--- src/rtl/gty_bringup_seq.sv ---
// Bring-up and recovery sequencer for NUM_LANES GTY channels, all in the pl_clk0 domain.
// Define GTY_BRINGUP_RETRY_EN to re-enter ASSERT_RESET on timeout or link loss instead of failing at once.
module gty_bringup_seq #(
  parameter int NUM_LANES          = 1,
  parameter int RESET_PULSE_CYCLES = 16,
  parameter int STABLE_CYCLES      = 1024,
  parameter int TIMEOUT_CYCLES     = 1000000,
  parameter int MAX_RETRIES        = 3
) (
  input  logic                 pl_clk0,
  input  logic                 pl_resetn0,
  input  logic                 start_in,
  input  logic [NUM_LANES-1:0] gtpowergood_in,
  input  logic [NUM_LANES-1:0] txpmaresetdone_in,
  input  logic [NUM_LANES-1:0] rxpmaresetdone_in,
  input  logic [NUM_LANES-1:0] userclk_tx_active_in,
  input  logic [NUM_LANES-1:0] userclk_rx_active_in,
  input  logic [NUM_LANES-1:0] reset_tx_done_in,
  input  logic [NUM_LANES-1:0] reset_rx_done_in,
  input  logic [NUM_LANES-1:0] rx_cdr_stable_in,
  output logic                 reset_all_out,
  output logic [NUM_LANES-1:0] userclk_tx_reset_out,
  output logic [NUM_LANES-1:0] userclk_rx_reset_out,
  output logic                 link_up_out,
  output logic                 fail_out,
  output logic [2:0]           state_out,
  output logic [7:0]           retry_cnt_out,
  output logic [NUM_LANES-1:0] lane_fail_out
);

`ifdef GTY_BRINGUP_RETRY_EN
  localparam bit RETRY_EN = 1'b1;
`else
  localparam bit RETRY_EN = 1'b0;
`endif

  typedef enum logic [2:0] {
    ST_IDLE         = 3'd0,
    ST_WAIT_PWRGOOD = 3'd1,
    ST_ASSERT_RESET = 3'd2,
    ST_WAIT_PMA     = 3'd3,
    ST_WAIT_USERCLK = 3'd4,
    ST_WAIT_DONE    = 3'd5,
    ST_LINK_UP      = 3'd6,
    ST_FAIL         = 3'd7
  } state_t;

  localparam int TMR_W   = $clog2(TIMEOUT_CYCLES + 1);
  localparam int CNT_MAX = (STABLE_CYCLES > RESET_PULSE_CYCLES) ? STABLE_CYCLES : RESET_PULSE_CYCLES;
  localparam int CNT_W   = $clog2(CNT_MAX + 1);
  localparam int SW      = 8 * NUM_LANES;

  localparam logic [TMR_W-1:0] TMR_SAT     = TMR_W'(TIMEOUT_CYCLES);
  localparam logic [TMR_W-1:0] TMR_LAST    = TMR_W'(TIMEOUT_CYCLES - 1);
  localparam logic [CNT_W-1:0] CNT_SAT     = CNT_W'(CNT_MAX);
  localparam logic [CNT_W-1:0] STABLE_LAST = CNT_W'(STABLE_CYCLES - 1);
  localparam logic [CNT_W-1:0] PULSE_LAST  = CNT_W'(RESET_PULSE_CYCLES - 1);
  localparam logic [7:0]       RETRY_MAX   = 8'(MAX_RETRIES);

  function automatic logic [TMR_W-1:0] tmr_inc(input logic [TMR_W-1:0] v);
    return (v >= TMR_SAT) ? TMR_SAT : v + 1'b1;
  endfunction

  function automatic logic [CNT_W-1:0] cnt_inc(input logic [CNT_W-1:0] v);
    return (v >= CNT_SAT) ? CNT_SAT : v + 1'b1;
  endfunction

  logic [SW-1:0]        status_raw, meta_q, sync_q;
  logic [NUM_LANES-1:0] pg_s, txpma_s, rxpma_s, utx_s, urx_s, txd_s, rxd_s, cdr_s;
  logic [NUM_LANES-1:0] pma_ok, uclk_ok, done_ok, link_ok, miss;
  logic                 fault, uclk_rst;

  state_t               state_q, state_d;
  logic [TMR_W-1:0]     timer_q, timer_d;
  logic [CNT_W-1:0]     cnt_q, cnt_d;
  logic [7:0]           retry_q, retry_d;
  logic [NUM_LANES-1:0] lane_fail_q, lane_fail_d;
  logic [NUM_LANES-1:0] uclk_rst_q, uclk_rst_d;
  logic                 reset_all_q, reset_all_d, link_up_q, link_up_d, fail_q, fail_d;

  // Two-flop synchronisers for every asynchronous lane status bit
  assign status_raw = {rx_cdr_stable_in, reset_rx_done_in, reset_tx_done_in, userclk_rx_active_in,
                       userclk_tx_active_in, rxpmaresetdone_in, txpmaresetdone_in, gtpowergood_in};

  always_ff @(posedge pl_clk0) begin
    meta_q <= status_raw;
    sync_q <= meta_q;
  end

  assign pg_s    = sync_q[0*NUM_LANES +: NUM_LANES];
  assign txpma_s = sync_q[1*NUM_LANES +: NUM_LANES];
  assign rxpma_s = sync_q[2*NUM_LANES +: NUM_LANES];
  assign utx_s   = sync_q[3*NUM_LANES +: NUM_LANES];
  assign urx_s   = sync_q[4*NUM_LANES +: NUM_LANES];
  assign txd_s   = sync_q[5*NUM_LANES +: NUM_LANES];
  assign rxd_s   = sync_q[6*NUM_LANES +: NUM_LANES];
  assign cdr_s   = sync_q[7*NUM_LANES +: NUM_LANES];

  assign pma_ok  = txpma_s & rxpma_s;
  assign uclk_ok = utx_s & urx_s;
  assign done_ok = txd_s & rxd_s & cdr_s;
  assign link_ok = pg_s & done_ok;

  // Decision stage: exit conditions are tested before the timeout, so they win a tie
  always_comb begin
    state_d     = state_q;
    timer_d     = tmr_inc(timer_q);
    cnt_d       = cnt_q;
    retry_d     = retry_q;
    lane_fail_d = lane_fail_q;
    fault       = 1'b0;
    miss        = '0;
    case (state_q)
      ST_IDLE, ST_FAIL: begin
        if (start_in) begin
          state_d     = ST_WAIT_PWRGOOD;
          retry_d     = '0;
          lane_fail_d = '0;
        end
      end
      ST_WAIT_PWRGOOD: begin
        if (&pg_s && cnt_q >= STABLE_LAST) begin
          state_d = ST_ASSERT_RESET;
        end else if (timer_q >= TMR_LAST) begin
          fault = 1'b1;
          miss  = ~pg_s;
        end else begin
          cnt_d = (&pg_s) ? cnt_inc(cnt_q) : '0;
        end
      end
      ST_ASSERT_RESET: begin
        cnt_d = cnt_inc(cnt_q);
        if (cnt_q >= PULSE_LAST) state_d = ST_WAIT_PMA;
      end
      ST_WAIT_PMA: begin
        if (&pma_ok) state_d = ST_WAIT_USERCLK;
        else if (timer_q >= TMR_LAST) begin
          fault = 1'b1;
          miss  = ~pma_ok;
        end
      end
      ST_WAIT_USERCLK: begin
        if (&uclk_ok) state_d = ST_WAIT_DONE;
        else if (timer_q >= TMR_LAST) begin
          fault = 1'b1;
          miss  = ~uclk_ok;
        end
      end
      ST_WAIT_DONE: begin
        if (&done_ok) state_d = ST_LINK_UP;
        else if (timer_q >= TMR_LAST) begin
          fault = 1'b1;
          miss  = ~done_ok;
        end
      end
      ST_LINK_UP: begin
        if (!(&link_ok)) begin
          fault = 1'b1;
          miss  = ~link_ok;
        end
      end
      default: state_d = ST_IDLE;
    endcase

    if (fault) begin
      lane_fail_d = miss;
      if (RETRY_EN && retry_q < RETRY_MAX) begin
        retry_d = retry_q + 8'd1;
        state_d = ST_ASSERT_RESET;
      end else begin
        state_d = ST_FAIL;
      end
    end

    if (state_d != state_q) begin
      timer_d = '0;
      cnt_d   = '0;
    end

    reset_all_d = state_d inside {ST_IDLE, ST_WAIT_PWRGOOD, ST_ASSERT_RESET, ST_FAIL};
    uclk_rst    = state_d inside {ST_IDLE, ST_WAIT_PWRGOOD, ST_ASSERT_RESET, ST_WAIT_PMA, ST_FAIL};
    uclk_rst_d  = {NUM_LANES{uclk_rst}};
    link_up_d   = (state_d == ST_LINK_UP);
    fail_d      = (state_d == ST_FAIL);
  end

  // Registered state and outputs, all updated on the same edge
  always_ff @(posedge pl_clk0) begin
    if (!pl_resetn0) begin
      state_q     <= ST_IDLE;
      timer_q     <= '0;
      cnt_q       <= '0;
      retry_q     <= '0;
      lane_fail_q <= '0;
      uclk_rst_q  <= '1;
      reset_all_q <= 1'b1;
      link_up_q   <= 1'b0;
      fail_q      <= 1'b0;
    end else begin
      state_q     <= state_d;
      timer_q     <= timer_d;
      cnt_q       <= cnt_d;
      retry_q     <= retry_d;
      lane_fail_q <= lane_fail_d;
      uclk_rst_q  <= uclk_rst_d;
      reset_all_q <= reset_all_d;
      link_up_q   <= link_up_d;
      fail_q      <= fail_d;
    end
  end

  assign reset_all_out        = reset_all_q;
  assign userclk_tx_reset_out = uclk_rst_q;
  assign userclk_rx_reset_out = uclk_rst_q;
  assign link_up_out          = link_up_q;
  assign fail_out             = fail_q;
  assign state_out            = state_q;
  assign retry_cnt_out        = retry_q;
  assign lane_fail_out        = lane_fail_q;

endmodule

--- config.mk ---
export PLATFORM = sky130hd
export DESIGN_NAME = gty_bringup_seq
export DESIGN_NICKNAME = d
export VERILOG_FILES = /design/src/rtl/gty_bringup_seq.sv
export SDC_FILE = /design/constraint.sdc
export NUM_CORES = 1
export LEC_CHECK = 0
export BUFFER_PORTS_ARGS = -buffer_cell sky130_fd_sc_hd__buf_2
export CAP_MARGIN = 25
export CORE_AREA = 2 2 73 75
export CTS_CLUSTER_DIAMETER = 100
export DETAILED_ROUTE_END_ITERATION = 8
export DIE_AREA = 0 0 75 77
export PLACE_DENSITY = 0.72
export SLEW_MARGIN = 20
export SYNTH_ARGS = -nofsm -noshare
export SYNTH_HDL_FRONTEND = slang
export SYNTH_SLANG_ARGS = --single-unit
--- constraint.sdc ---
create_clock -name pl_clk0 -period 3.51 [get_ports pl_clk0]
set_input_delay 0.5265 -clock pl_clk0 [delete_from_list [all_inputs] [get_ports pl_clk0]]
set_output_delay 0.5265 -clock pl_clk0 [all_outputs]
set_load 0.05 [all_outputs]
==> flow_metrics.env, run 1 <==
export IMPL_run_status="completed"
export IMPL_ys_types=51
export IMPL_h_tree_depth=2
export IMPL_clock_latency_ns=0.32
export IMPL_setup_worst_path_start_class="flip-flop"
export IMPL_power_density_nw_per_um2=571.7
export IMPL_hold_viol_final=0
export IMPL_leakage_nw=1.089
export IMPL_area_growth_pct=7.912
export IMPL_finalWirelength_um=4871
export IMPL_ys_seq_elements=55
export IMPL_wl_per_cell_um=13.06
export IMPL_synth_ff_type="dfxtp_1"
export IMPL_path_class="reg -> reg"
export IMPL_antenna_cells=0
export IMPL_synth_area_um2=2673
export IMPL_synth_cells=289
export IMPL_netlist_area_leader_share_pct=41.20
export IMPL_crit_chain="inv_2, ha_1, nor4bb_1, a211oi_1, a211o_1, a21oi_2, and3_1, o211ai_4, nor4_2"
export IMPL_num_nets_final=318
export IMPL_grt_pass1_vias=1752
export IMPL_utilization_pct=57.94
export IMPL_drive_gt1_share_pct=16.83
export IMPL_holdCritPathClass="in -> reg"
export IMPL_cp_top_family="simple AND/OR/NAND/NOR gates"
export IMPL_postCtsSetupRepairBufs=0
export IMPL_grt_max_degree=32
export IMPL_cts_buffers=5
export IMPL_synth_seq_area_share_pct=41.20
export IMPL_synth_edff_count=0
export IMPL_timing_rr_end="timer_q[10]"
export IMPL_cp_arrival_ns=3.05
export IMPL_clock_fmax_ghz=0.3554
export IMPL_async_reset_ff_share_pct=0
export IMPL_relSlewSlack_pct=46.85
export IMPL_top_level_ports=28
export IMPL_cp_end_kind="flip-flop"
export IMPL_ctsLongestPathBuffers=2
export IMPL_vias=2042
export IMPL_layout_min_cycle_time_ns=2.814
export IMPL_antenna_left=0
export IMPL_dieArea_um2=5775
export IMPL_cts_root_buf="clkbuf_8"
export IMPL_portBuffers=19
export IMPL_maxCapViolCount=0
export IMPL_synth_top_cells_by_area="dfxtp_1 41%, xor2_1 5.9%, nor4_2 5.1%"
export IMPL_gp_congestion=0.9140
export IMPL_critPathMaxStageDelay_ns=0.42
export IMPL_fill_cells=446
export IMPL_r2r_start="state_out[1]"
export IMPL_cts_sinks=55
export IMPL_peakVddDrop_v=0.0003768
export IMPL_die_width_um=75
export IMPL_coreArea_um2=4977
export IMPL_synth_most_common_cell="dfxtp_1"
export IMPL_clock_skew_ns=0.007521
export IMPL_yosysWarningCount=0
export IMPL_r2r_cells=9
export IMPL_critical_path_startpoint="state_out[1]"
export IMPL_detail_route_iter0_violations=110
export IMPL_crit_path_max_fanout=22
export IMPL_min_period_over_period_pct=80.17
export IMPL_final_setup_viol_count=0
export IMPL_rsz0062_at_grt="no"
export IMPL_cp_slowest_cell="ha_1"
export IMPL_grt_antenna_before_repair=0
export IMPL_hpwl_um=3394
export IMPL_start_util_pct=53.70
export IMPL_finalSetupTns_ns=0
export IMPL_drv_slew=0
export IMPL_power_mw=1.649
export IMPL_worst_slew_pin_slew_ns=0.7934
export IMPL_grt_first_pass_wirelength_um=8128
export IMPL_grt_use_total_pct=17.74
export IMPL_worstSetupEndpoint="timer_q[10]"
export IMPL_avgViaCountPerCell=5.475
export IMPL_die_h_um=77
export IMPL_drc_errors=0
export IMPL_grt_overflow_total=0
export IMPL_clkTransAtPathRegs_ns=0.10
export IMPL_synth_commonest_cells="55 x dfxtp_1, 18 x xor2_1, 17 x and3_1, 17 x nor2_1, 17 x nor3_1"
export IMPL_synth_avg_cell_area_um2=9.248
export IMPL_drt_pass1_iter_count=4
export IMPL_cts_resized=0
export IMPL_r2r_slack_ns=0.70
export IMPL_rows=26
export IMPL_yosys_area_top_type="dfxtp_1"
export IMPL_critical_path_required_ns=3.74
export IMPL_critical_path_depth=9
export IMPL_cts_tree="built"
export IMPL_critPathBufInv=1
export IMPL_hold_buffers=0
==> how the worst min path moves through the flow <==
stage | from | to | slack (ns) | depth (start not counted)
6_report | userclk_rx_active_in | meta_q[4] | 0.30 | 1
5_1_grt | reset_tx_done_in | meta_q[5] | 0.28 | 1
4_1_cts | rx_cdr_stable_in | meta_q[7] | 0.29 | 1
3_5_place_dp | meta_q[6] | sync_q[6] | 0.31 | 0
3_3_place_gp | meta_q[1] | sync_q[1] | 0.31 | 0
2_1_floorplan | meta_q[0] | sync_q[0] | 0.31 | 0
==> routing by layer <==
| metal | GRT usage [%] | up-vias | share of wire (%) |
|---|---|---|---|
| li1 | - | 1058 | - |
| met1 | 26.22 | 934 | 51 |
| met2 | 24.47 | 44 | 43 |
| met3 | 5.125 | 6 | 5.0 |
| met4 | 5.714 | 0 | 1.2 |
| met5 | 0 | - | 0 |
==> report_power, final <==
group	internal [mW]	total (mW)	switching [mW]
logic	0.166	0.555	0.389
registers	0.664	0.720	0.0556
clock network	0.152	0.374	0.223
==> stage by stage <==
step	cell area [um2]	hold slack [ns]	std cells	setup slack (ns)
floorplan	2699	0.3096	296	0.5542
global placement	2779	0.3097	365	0.7232
detailed placement	2781	0.3121	365	0.7016
CTS	2884	0.2903	373	0.6837
global route	2884	0.2780	373	0.3191
finish	2884	0.2989	373	0.6962
==> cells by family (layout without fill, tap and decap cells) <==
logic type                 after synthesis  in the layout  synth area share [%]
AOI/OAI and AO/OA                       49             49                 14.23
xor gates and xnor gates                27             27                 8.848
adders and majority gates                5              5                 2.341
buffers and inverters                   33             40                 6.507
DFF                                     55             55                 41.20
other                                    1              8                0.1403
and+or+nand+nor                        119            119                 26.73
==> registers in the layout, indices dropped and copies added (netlist names) <==
name and flops:
reset_all_out 1, meta_q 8, lane_fail_out 1, userclk_rx_reset_out 1, link_up_out 1, fail_out 1, sync_q 8, timer_q 20
state_out 3, cnt_q 11
==> layout make-up <==
type	count	area, um2	area share [%]
clock inverter	3	33.78	1.171
inverter	9	33.78	1.171
timing repair buffer	23	125.1	4.338
clock buffer	5	68.82	2.386
sequential	55	1101	38.18
tap	70	87.58	3.037
multi-input combinational	208	1434	49.72
==> placed cells by master (no fill, tap or decap), drive strengths merged, types with 3 or more instances in the layout <==
cell type  synthesis  final
nor4              14     14
conb               1      8
nand2             15     15
inv                9     11
ha                 5      5
nor3              17     17
o21ai              5      5
nand2b             3      3
xor2              18     18
a31oi              5      5
buf               15     23
and3              17     17
nor2              17     17
xnor2              9      9
dfxtp             55     55
nand4              9      9
a21oi             10     10
a211oi             9      9
clkbuf             9      5
nand3             13     13
Power figures use the tool's default switching activity.
==> run 2: changes to the inputs <==
==> constraint.sdc (replaced) <==
create_clock -name pl_clk0 -period 2.6 [get_ports pl_clk0]
set_input_delay 0.39 -clock pl_clk0 [delete_from_list [all_inputs] [get_ports pl_clk0]]
set_output_delay 0.39 -clock pl_clk0 [all_outputs]
set_load 0.05 [all_outputs]
==> flow_metrics.env, run 2 (synthesis results as in run 1) <==
export IMPL_clock_latency_ns=0.31
export IMPL_final_cell_count_no_fill=384
export IMPL_layout_commonest_cell="dfxtp_1"
export IMPL_cp_arrival_ns=2.68
export IMPL_clkTransAtPathRegs_ns=0.10
export IMPL_r2r_cells=9
export IMPL_gp_congestion=0.8400
export IMPL_worst_slew_pin_slew_ns=0.5919
export IMPL_clock_skew_ns=0.01181
export IMPL_ctsLongestPathBuffers=2
export IMPL_relSlewSlack_pct=60.20
export IMPL_run_status="completed"
export IMPL_top_level_ports=28
export IMPL_wl_per_cell_um=14.10
export IMPL_cts_tree="built"
export IMPL_place_ws_ns=-0.03140
export IMPL_setup_worst_path_start_class="flip-flop"
export IMPL_rsz0062_at_grt="yes"
export IMPL_clock_fmax_ghz=0.4007
export IMPL_hold_viol_final=0
export IMPL_power_density_nw_per_um2=811.1
export IMPL_dieArea_um2=5775
export IMPL_crit_path_max_fanout=31
export IMPL_h_tree_depth=2
export IMPL_largest_reg_flops=20
export IMPL_cts_root_buf="clkbuf_8"
export IMPL_portBuffers=19
export IMPL_cts_sinks=55
export IMPL_leakage_nw=1.159
export IMPL_avgViaCountPerCell=5.596
export IMPL_critical_path_required_ns=2.78
export IMPL_grt_use_total_pct=20.16
export IMPL_intPower_mw=1.528
export IMPL_drv_slew=0
export IMPL_cts_buffers=5
export IMPL_die_width_um=75
export IMPL_vias=2149
export IMPL_power_frac_comb_pct=39.1
export IMPL_fin_hold_ws_ns=0.1751
export IMPL_holdCritPathClass="in -> reg"
export IMPL_path_class="reg -> reg"
export IMPL_holdCritStartpoint="reset_rx_done_in"
export IMPL_rows=26
export IMPL_final_setup_worst_slack_ns=0.1042
export IMPL_peakVddDrop_v=0.0004307
export IMPL_power_mw=2.518
export IMPL_top_regs="timer_q x20, cnt_q x11"
export IMPL_regMostFlops="timer_q"
export IMPL_start_util_pct=53.70
export IMPL_layout_min_cycle_time_ns=2.496
export IMPL_min_period_over_period_pct=95.99
export IMPL_grt_pass1_vias=2016
export IMPL_power_switching_mw=0.9893
export IMPL_dp_cells=374
export IMPL_hold_buffers=0
export IMPL_hold_depth=1
export IMPL_drc_errors=0
export IMPL_timing_rr_end="cnt_q[3]"
export IMPL_hpwl_um=3423
export IMPL_r2r_slack_ns=0.10
export IMPL_layout_common_cells="51 x dfxtp_1, 19 x buf_2, 18 x xor2_1"
export IMPL_netSwitchingFraction_pct=39.29
export IMPL_seq_power_share_pct=38.1
export IMPL_drive_gt1_share_pct=23.89
export IMPL_drt_pass1_iter_count=4
export IMPL_detail_route_iter0_violations=154
export IMPL_r2r_start="cnt_q[0]"
export IMPL_antenna_left=0
export IMPL_num_nets_final=329
export IMPL_cp_end_kind="flip-flop"
export IMPL_holdPathEnd="meta_q[6]"
export IMPL_clockPowerShare_pct=22.8
export IMPL_coreArea_um2=4977
export IMPL_finalWirelength_um=5413
export IMPL_die_h_um=77
export IMPL_final_setup_viol_count=0
export IMPL_grt_max_degree=32
export IMPL_grt_overflow_total=0
export IMPL_grt_first_pass_wirelength_um=9204
export IMPL_maxCapViolCount=0
export IMPL_area_growth_pct=16.15
export IMPL_antenna_cells=0
export IMPL_grt_antenna_before_repair=0
==> run 2: worst max-delay path, stage by stage, from the launching register on <==
cell and delay, ns:
dfxtp_1 0.37, ha_1 0.23, a21o_1 0.18, a41o_1 0.28, a311o_1 0.40, nand2_1 0.10, and4b_1 0.23, a211oi_4 0.25
buf_12 0.24, nor3_1 0.08
==> run 2: timing repair <==
item	CTS	global route
resized for setup	5	12
gates cloned	1	1
endpoints found under the setup margin	12	31
buffers inserted	0	0
pin swaps	1	9
==> run 2: cell type report <==
cell class                      count  area [um2]
Clock buffer                        5       68.82
Timing Repair Buffer               32       205.2
Fill cell                         420        1873
Inverter                            9       33.78
Tap cell                           70       87.58
Multi-Input combinational cell    210        1553
Sequential cell                    55        1109
Clock inverter                      3       47.55
==> run 2: routing by layer <==
| layer | vias up | GRT usage [%] | routed length [um] |
|---|---|---|---|
| li1 | 1085 | - | - |
| met1 | 1023 | 29.05 | 2691 |
| met2 | 39 | 29.74 | 2532 |
| met3 | 2 | 4.599 | 159 |
| met4 | 0 | 6.250 | 29 |
| met5 | - | 0 | 0 |
==> run 2: per-stage QoR <==
step	utilization, %	instance area (um2)	TNS [ns]
floorplan	-	2706	0
global placement	57.54	2864	0
detailed placement	57.54	2864	-0.1446
CTS	60.66	3019	0
global route	62.37	3104	-0.02761
finish	62.37	3104	0
==> run 2: worst max path at each step <==
stage	from	to	cells past startpoint
6_report	cnt_q[0]	cnt_q[3]	9
5_1_grt	cnt_q[0]	cnt_q[9]	8
4_1_cts	cnt_q[7]	timer_q[4]	7
3_5_place_dp	cnt_q[7]	timer_q[15]	7
3_3_place_gp	cnt_q[0]	timer_q[15]	8
2_1_floorplan	state_out[0]	timer_q[10]	8
==> run 2: power by group through the flow <==
stage,registers (mW),clock network [mW],logic (mW)
4_1_cts,0.955,0.592,0.905
3_3_place_gp,0.973,0,0.808
2_1_floorplan,1.04,0,0.602
5_1_grt,0.972,0.634,1.06
3_5_place_dp,0.974,0,0.814
6_report,0.959,0.573,0.985
==> run 3: changes to the inputs <==
--- a/config.mk
+++ b/config.mk
@@ -11,7 +11,7 @@
 export CTS_CLUSTER_DIAMETER = 100
 export DETAILED_ROUTE_END_ITERATION = 8
 export DIE_AREA = 0 0 75 77
-export PLACE_DENSITY = 0.72
+export PLACE_DENSITY = 0.71
 export SLEW_MARGIN = 20
 export SYNTH_ARGS = -nofsm -noshare
 export SYNTH_HDL_FRONTEND = slang
==> flow_metrics.env, run 3 (synthesis results as in run 1) <==
export IMPL_run_status="completed"
export IMPL_power_density_nw_per_um2=817.3
export IMPL_cp_arrival_ns=2.81
export IMPL_hold_buffers=0
export IMPL_path_class="reg -> reg"
export IMPL_grt_max_degree=32
export IMPL_grt_antenna_before_repair=0
export IMPL_maxCapViolCount=0
export IMPL_cp_end_kind="flip-flop"
export IMPL_ctsLongestPathBuffers=2
export IMPL_drive_gt1_share_pct=24.84
export IMPL_hold_depth=1
export IMPL_vias=2196
export IMPL_rsz0062_at_grt="yes"
export IMPL_hold_viol_final=0
export IMPL_clock_skew_ns=0.006571
export IMPL_largest_reg_flops=20
export IMPL_drt_pass1_iter_count=5
export IMPL_drc_errors=0
export IMPL_cts_sinks=55
export IMPL_cts_tree="built"
export IMPL_regMostFlops="timer_q"
export IMPL_utilization_pct=62.57
export IMPL_clock_fmax_ghz=0.3887
export IMPL_holdPathEnd="meta_q[6]"
export IMPL_holdCritStartpoint="reset_rx_done_in"
export IMPL_r2r_start="cnt_q[7]"
export IMPL_top_regs="timer_q x20, cnt_q x11"
export IMPL_layout_commonest_cell="dfxtp_1"
export IMPL_final_setup_viol_count=0
export IMPL_die_h_um=77
export IMPL_grt_use_total_pct=19.54
export IMPL_grt_first_pass_wirelength_um=9018
export IMPL_detail_route_iter0_violations=126
export IMPL_layout_common_cells="52 x dfxtp_1, 19 x buf_2, 18 x xor2_1"
export IMPL_worst_slew_pin_slew_ns=0.7332
export IMPL_leakage_nw=1.177
export IMPL_num_nets_final=333
export IMPL_r2r_cells=8
export IMPL_start_util_pct=53.70
export IMPL_die_width_um=75
export IMPL_antenna_cells=0
export IMPL_finalSetupTns_ns=0
export IMPL_critical_path_required_ns=2.83
export IMPL_coreArea_um2=4977
export IMPL_antenna_left=0
export IMPL_h_tree_depth=2
export IMPL_drv_slew=0
export IMPL_finalWirelength_um=5573
export IMPL_clkTransAtPathRegs_ns=0.10
export IMPL_peakVddDrop_v=0.0005211
export IMPL_cts_buffers=5
export IMPL_rows=26
export IMPL_gp_congestion=0.9073
export IMPL_layout_min_cycle_time_ns=2.573
export IMPL_fill_cells=443
export IMPL_portBuffers=19
export IMPL_grt_overflow_total=0
export IMPL_avgViaCountPerCell=5.660
export IMPL_crit_path_max_fanout=6
export IMPL_timing_rr_end="cnt_q[8]"
export IMPL_grt_pass1_vias=1983
export IMPL_holdCritPathClass="in -> reg"
export IMPL_wl_per_cell_um=14.36
export IMPL_setup_worst_path_start_class="flip-flop"
export IMPL_dieArea_um2=5775
export IMPL_cts_root_buf="clkbuf_8"
export IMPL_top_level_ports=28
export IMPL_relSlewSlack_pct=51.07
export IMPL_hpwl_um=3576
export IMPL_clock_latency_ns=0.31
export IMPL_min_period_over_period_pct=98.94
export IMPL_r2r_slack_ns=0.03
export IMPL_area_growth_pct=16.53
## run 3: through the flow
step,instance area [um2],cells,total power [mW],hold WS (ns),worst slack [ns]
final,3114,388,2.545,0.1766,0.02746
after global routing,3114,388,2.696,0.1517,-0.08974
after CTS,3019,385,2.414,0.1697,0.01496
after detailed placement,2889,377,1.812,0.3121,-0.04362
after global placement,2887,377,1.795,0.3112,0.01787
after floorplan,2706,296,1.641,0.3096,0.01902
## run 3: area by class of cell
cell class / count / area, um2 / share of cell area, %
repair buffers: 36 / 239.0 / 7.674
clock inverters: 3 / 50.05 / 1.607
inverters: 9 / 33.78 / 1.085
multi-input cells: 210 / 1528 / 49.06
well taps: 70 / 87.58 / 2.812
flip-flops and latches: 55 / 1107 / 35.56
clock buffers: 5 / 68.82 / 2.210
## run 3: worst max-delay path, stage by stage, from the launching register on
cell	delay, ns
dfxtp_2	0.35
or4_1	0.49
a311o_1	0.35
a211o_1	0.31
a21oi_2	0.17
and3_4	0.24
buf_6	0.14
o2111ai_2	0.22
nor3_1	0.22
## run 3: worst max-delay path by stage
stage	from	endpoint	cells after the start
6_report	cnt_q[7]	cnt_q[8]	8
5_1_grt	cnt_q[7]	cnt_q[6]	8
4_1_cts	cnt_q[7]	timer_q[2]	7
3_5_place_dp	cnt_q[7]	cnt_q[6]	8
3_3_place_gp	cnt_q[7]	cnt_q[7]	8
2_1_floorplan	state_out[0]	timer_q[10]	8
## run 3: repair_timing
item,4_1_cts,5_1_grt
gates cloned,0,2
pin swaps,0,13
endpoints found under the setup margin,9,31
setup buffers,0,1
resized for setup,1,14
## run 3: routing by layer
metal | GRT usage, % | routed length (um)
met5 | 0 | 0
met3 | 4.205 | 282
met2 | 29.04 | 2567
met1 | 27.71 | 2671
met4 | 6.786 | 52
## run 3: report_power, final
group          switching [mW]  leakage [nW]  total (mW)  internal, mW
clock                   0.292        0.0607       0.590         0.297
sequential             0.0501         0.452       0.947         0.897
combinational           0.657         0.664        1.01         0.352
total                   0.999          1.18        2.55          1.55
